## src/rtl/fifo_write_relay.sv

```systemverilog
// fifo_write_relay: registered producer-side slice driving a FWFT FIFO write port.
// Optional statistics counters enabled by defining FIFO_WRITE_RELAY_STATS_EN.
module fifo_write_relay #(
    parameter int DATA_WIDTH = 32
`ifdef FIFO_WRITE_RELAY_STATS_EN
    ,
    parameter int COUNT_WIDTH = 32
`endif
) (
    input  logic                   clk,
    input  logic                   reset_n,
    output logic                   if_full_n,
    input  logic                   if_write_ce,
    input  logic                   if_write,
    input  logic [DATA_WIDTH-1:0]  if_din,
    input  logic                   fifo_full_n,
    output logic                   fifo_write,
    output logic [DATA_WIDTH-1:0]  fifo_din
`ifdef FIFO_WRITE_RELAY_STATS_EN
    ,
    output logic [COUNT_WIDTH-1:0] stat_words,
    output logic [COUNT_WIDTH-1:0] stat_stalls
`endif
);
    logic                  m_v_q, m_v_d, s_v_q, s_v_d, if_full_n_q;
    logic [DATA_WIDTH-1:0] m_d_q, m_d_d, s_d_q, s_d_d;
    logic                  accept, drain;

    assign accept = if_full_n_q & if_write_ce & if_write;
    assign drain  = m_v_q & fifo_full_n;

    // Main refills from skid first; the skid only fills while main is stalled.
    always_comb begin
        m_v_d = m_v_q;
        m_d_d = m_d_q;
        s_v_d = s_v_q;
        s_d_d = s_d_q;
        if (!m_v_q || drain) begin
            m_v_d = s_v_q | accept;
            m_d_d = s_v_q ? s_d_q : accept ? if_din : m_d_q;
            s_v_d = 1'b0;
        end else if (accept) begin
            s_v_d = 1'b1;
            s_d_d = if_din;
        end
    end

    always_ff @(posedge clk or negedge reset_n) begin
        if (!reset_n) begin
            m_v_q       <= 1'b0;
            s_v_q       <= 1'b0;
            m_d_q       <= '0;
            s_d_q       <= '0;
            if_full_n_q <= 1'b0;
        end else begin
            m_v_q       <= m_v_d;
            s_v_q       <= s_v_d;
            m_d_q       <= m_d_d;
            s_d_q       <= s_d_d;
            if_full_n_q <= ~s_v_d;
        end
    end

    assign if_full_n  = if_full_n_q;
    assign fifo_write = m_v_q;
    assign fifo_din   = m_d_q;

`ifdef FIFO_WRITE_RELAY_STATS_EN
    logic [COUNT_WIDTH-1:0] stat_words_q, stat_stalls_q;

    always_ff @(posedge clk or negedge reset_n) begin
        if (!reset_n) begin
            stat_words_q  <= '0;
            stat_stalls_q <= '0;
        end else begin
            if (drain && !(&stat_words_q))
                stat_words_q <= stat_words_q + 1'b1;
            if (m_v_q && !fifo_full_n && !(&stat_stalls_q))
                stat_stalls_q <= stat_stalls_q + 1'b1;
        end
    end

    assign stat_words  = stat_words_q;
    assign stat_stalls = stat_stalls_q;
`else
    // datapath only, no counters
`endif
endmodule

```

## config.mk

```make
export PLATFORM = sky130hd
export DESIGN_NAME = fifo_write_relay
export DESIGN_NICKNAME = d
export VERILOG_FILES = /design/src/rtl/fifo_write_relay.sv
export SDC_FILE = /design/constraint.sdc
export NUM_CORES = 1
export LEC_CHECK = 0
export CORE_MARGIN = 1.5
export CORE_UTILIZATION = 35
export CTS_CLUSTER_DIAMETER = 60
export CTS_CLUSTER_SIZE = 40
export DETAILED_ROUTE_END_ITERATION = 8
export SETUP_SLACK_MARGIN = 0.2
export SLEW_MARGIN = 25
export SYNTH_ARGS = -nofsm -noshare
export SYNTH_HDL_FRONTEND = slang
export SYNTH_SLANG_ARGS = --single-unit
```

## constraint.sdc

```tcl
create_clock -name clk -period 1.7 [get_ports clk]
set_input_delay 0.17 -clock clk [delete_from_list [all_inputs] [get_ports clk]]
set_output_delay 0.17 -clock clk [all_outputs]
set_load 0.005 [all_outputs]
```

Word level (Yosys, flattened, before mapping)
Index checks and enable logic that the tools add are counted.
- flip-flop bits (word level): 67
- output and inout bits: 34
- mux-type cells: 4
- bitwise gates (word level): 6
- reductions and logical operators: 5
- operators by type and width (cell ; count):
    32-bit two-way mux ; 2
    2-bit AND reduction ; 2
    1-bit bitwise AND ; 3
    1-bit two-way mux ; 2
    1-bit NOT ; 2
    2-bit nonzero test ; 1
    1-bit zero test ; 1
    1-bit logical OR ; 1
    1-bit bitwise OR ; 1

Depth between registers and ports, before layout
- depth in word-level cells: 5
- gate-level depth with buffers: 6
- gate-level depth less buffers: 3

Worst setup path before layout
OpenSTA, ideal clock, no wires.
- path type: register -> register
- start: register s_v_q
- end: register m_d_q[0], in the netlist fifo_din[0]
- arrival: 1.239 ns
- data required time: 1.575 ns
- setup slack: 0.336 ns
- stages on the path, launching flop included: 7
- path buffers: 3
- clock period less this slack: 1.364 ns
- cell sequence: dfrtp_1 > buf_6 > a31oi_4 > nor2b_2 > buf_6 > buf_12 > mux2_4
- longest elaborated chain between the ends: 2
- ends and longest elaborated chain (item ; RTL line ; source):
    from (decl) ; 25 ; logic m_v_q, m_v_d, s_v_q, s_v_d, if_full_n_q;
    from (signal assigned) ; 57 ; s_v_q <= s_v_d;
    2-bit nonzero test (no line) ; n/a ;
    2-bit AND reduction (no line) ; n/a ;
    to (signal assigned) ; 58 ; m_d_q <= m_d_d;
    to (decl) ; 26 ; logic [DATA_WIDTH-1:0] m_d_q, m_d_d, s_d_q, s_d_d;
Parallel ways exist; a longest one is shown, timed or not.
A chain may end at the register's enable or synchronous reset.

Worst setup path in the final report
- start: register s_v_q
- end: register m_d_q[5], in the netlist fifo_din[5]
The elaborated chain is that of the path after synthesis.

==> results.tsv <==
stage	metric	value	unit
timing	clock skew	9.53	ps
finish	Area Overhead vs Synth	34.9	%
synthesis	Yosys warnings	0	
synthesis	Post-synth ARST share	1.00	
worst_setup_path	Setup crit end kind	flop	
worst_setup_path	WP data arrival	1670	ps
synthesis	number of synthesized register bits	67	
pwr	sequential power share	0.458	
worst_setup_path	Crit-path slowest cell	dfrtp_1	
timing	fin crit period	1450	ps
place	Final HPWL DP	3850	µm
worst_setup_path	delay-heaviest family, CP	multiplexers	
synthesis	EDFF count, synth	0	
pwr	Switch Pwr	1.20	mW
worst_setup_path	Worst Setup Path Type	flop to flop	
worst_setup_path	WP data required	1920	ps
die	IO Count	71	
timing	number of setup violations in the final report	0	
clock_network	worst skew pair latency	340	ps
finish	antenna cells	0	
pwr	internal power	3.80	mW
die	Starting Density	0.367	
job	maxcap violations	0	
synthesis	Synth area leader	dfrtp_1	
global_routing	all-layer global routing usage	0.142	
synthesis	ys flop type	dfrtp_1	
synthesis	sequential element share of the synthesized area	0.547	
die	# rows	33	
detailed_routing	number of routed nets with antenna violations	0	
clock_network	CTS Buf Count	9	
place	worst slack, placed	-17.7	ps
place	PortBufs	70	
detailed_routing	Vias	1735	
pwr	PD cells	1210	nW/µm²
synthesis	post-synth top area share	0.547	
synthesis	Cell Area, Synth	3060	µm²
place	DP Area	3900	µm²
timing	Worst-Margin Slew	426	ps
synthesis	Syn Nets	219	
finish	final instance area	4130	µm²
clock_network	Setup Fix Bufs, Post-CTS	0	
detailed_routing	routed length per instance	15.7	µm
pwr	Gate power share	0.270	
worst_setup_path	max incr delay on CP	480	ps
pwr	Max IR drop VDD	0.000507	V
clock_network	H-tree Lvls	3	
timing	fin. max-slew vios	0	
detailed_routing	DR iter-0 viols	55	
hold_path	hold crit path type	input pin to async pin	
synthesis	Mapped Cells	182	
finish	Nets	298	
detailed_routing	DRT Pass-1 Iters	3	
finish	fillers	754	
timing	FMAX	691	MHz
synthesis	Synth cell types	15	
finish	share of layout cells above drive strength 1	0.459	
die	Die X-Extent	96.6	µm
die	Core Footprint	8340	µm²
worst_setup_path	Crit Path Max Fanout	15	
global_routing	antenna violations before repair	0	
timing	Final Hold Violating Endpoints	0	
pwr	clock group share of total power	0.272	
clock_network	CTS Sinks	67	
timing	worst setup margin	252	ps
pwr	P_leak	1.75	nW
synthesis	synth top area cells	dfrtp_1 55%, mux2_2 24%, mux2_4 15%	
outcome	status	finished, final reports clean	
synthesis	most frequent cells after synthesis	67 x dfrtp_1, 64 x mux2_2, 30 x mux2_4	
timing	Slew HR	0.716	
timing	RSZ-0062 raised after global routing	no	
worst_setup_path	WP buf/inv	1	
detailed_routing	DRC violation count after routing	0	
pwr	sw frac	0.239	
clock_network	root buffer cell	clkbuf_8	
worst_setup_path	Startpoint Class	flop	
clock_network	Max clock buf depth	2	
die	die height	96.6	µm
clock_network	clock-pin transition on the worst setup and hold timing paths	70	ps
timing	worst hold margin	297	ps
global_routing	global-route wire length before repair	9620	µm
timing	final worst-path cycle share	0.852	
detailed_routing	WL final	5840	µm
synthesis	synthesized area per cell	16.8	µm²
global_routing	final global-route overflow total	0	
synthesis	most common cell in the netlist	dfrtp_1	
worst_setup_path	crit path cell chain	buf_6, mux2_2, mux2_4	
clock_network	CTS tree	built	
place	RePlAce Congestion	0.653	
global_routing	pin count of the biggest net entering global routing	53	
global_routing	vias in the first global route	1879	
die	full die area	9320	µm²
detailed_routing	drt via density	4.68	
## layout make-up
cell class | instances | area (µm²) | share of cell area
Clock inverter | 3 | 46.3 | 0.0112
Timing Repair Buffer | 79 | 847 | 0.205
Sequential cell | 67 | 1680 | 0.406
Clock buffer | 13 | 159 | 0.0384
Inverter | 1 | 3.75 | 0.000908
Tap cell | 105 | 131 | 0.0318
Multi-Input combinational cell | 103 | 1270 | 0.307
## placed cells by master (no fill, tap or decap), types with 2 or more instances in the layout
cell type,Yosys,routed
mux2_4,30,30
dfrtp_1,67,67
buf_12,3,6
clkbuf_8,0,11
mux2_1,2,2
clkbuf_1,0,2
mux2_2,64,64
clkdlybuf4s50_1,0,68
## power groups by stage
stage               Clock, mW  Combinational, mW  Sequential, mW
global placement            0               1.34            2.31
floorplan                   0              0.705            2.28
detailed placement          0               1.36            2.32
CTS                      1.42               1.38            2.29
global route             1.48               1.47            2.35
finish                   1.36               1.35            2.29
## path summary, 6_finish.rpt
kind                                            start                        to  slack (ps)  depth (start not counted)
worst min-delay path                          reset_n  fifo_din[18]$_DFFE_PN0P_         300                          2
min in group clk                           if_din[13]     s_d_q[13]$_DFFE_PN0P_         460                          2
worst max-delay path                  s_v_q$_DFF_PN0_   fifo_din[5]$_DFFE_PN0P_         250                          3
max in group asynchronous                     reset_n      s_d_q[6]$_DFFE_PN0P_         780                          3
worst max register to register        s_v_q$_DFF_PN0_   fifo_din[5]$_DFFE_PN0P_         250                          3
worst min register to register  s_d_q[19]$_DFFE_PN0P_     s_d_q[19]$_DFFE_PN0P_         500                          1
## routing by layer
metal	vias up	wire length (µm)	GRT usage
li1	808	-	-
met1	868	2780	0.187
met2	51	2660	0.213
met3	8	338	0.0524
met4	0	68	0.0543
met5	-	0	0
## state kept, by name, summed over array words and instances (netlist names)
signal      count
if_full_n       1
fifo_write      1
s_v_q           1
s_d_q          32
fifo_din       32
## kinds of logic (layout without fill, tap and decap cells)
| logic type | count (synthesis) | in the layout | share of synthesized area |
|---|---|---|---|
| muxes | 96 | 96 | 0.390 |
| DFF | 67 | 67 | 0.547 |
| buffers and inverters | 12 | 96 | 0.0441 |
| and+or+nand+nor | 6 | 6 | 0.0118 |
| AOI/OAI and AO/OA | 1 | 1 | 0.00694 |
## worst register-to-register path, cell delays in order (launching register included)
cell	delay, ps
dfrtp_1	480
buf_6	230
mux2_2	370
mux2_4	260
## stage by stage
stage | utilization | TNS [ps] | total power [mW] | cells
2_1_floorplan | - | 0 | 2.98 | 182
3_3_place_gp | 0.468 | -72.7 | 3.65 | 354
3_5_place_dp | 0.468 | -214 | 3.68 | 354
4_1_cts | 0.494 | 0 | 5.09 | 371
5_1_grt | 0.496 | 0 | 5.30 | 371
6_report | 0.496 | 0 | 5.00 | 371
## repair_timing
action,CTS,global route
resized for setup,1,2
endpoints found under the setup margin,4,4
cloned,0,0
endpoints found under the hold margin,15,0
hold buffers,1,0
(Power assumes the default switching activity.)
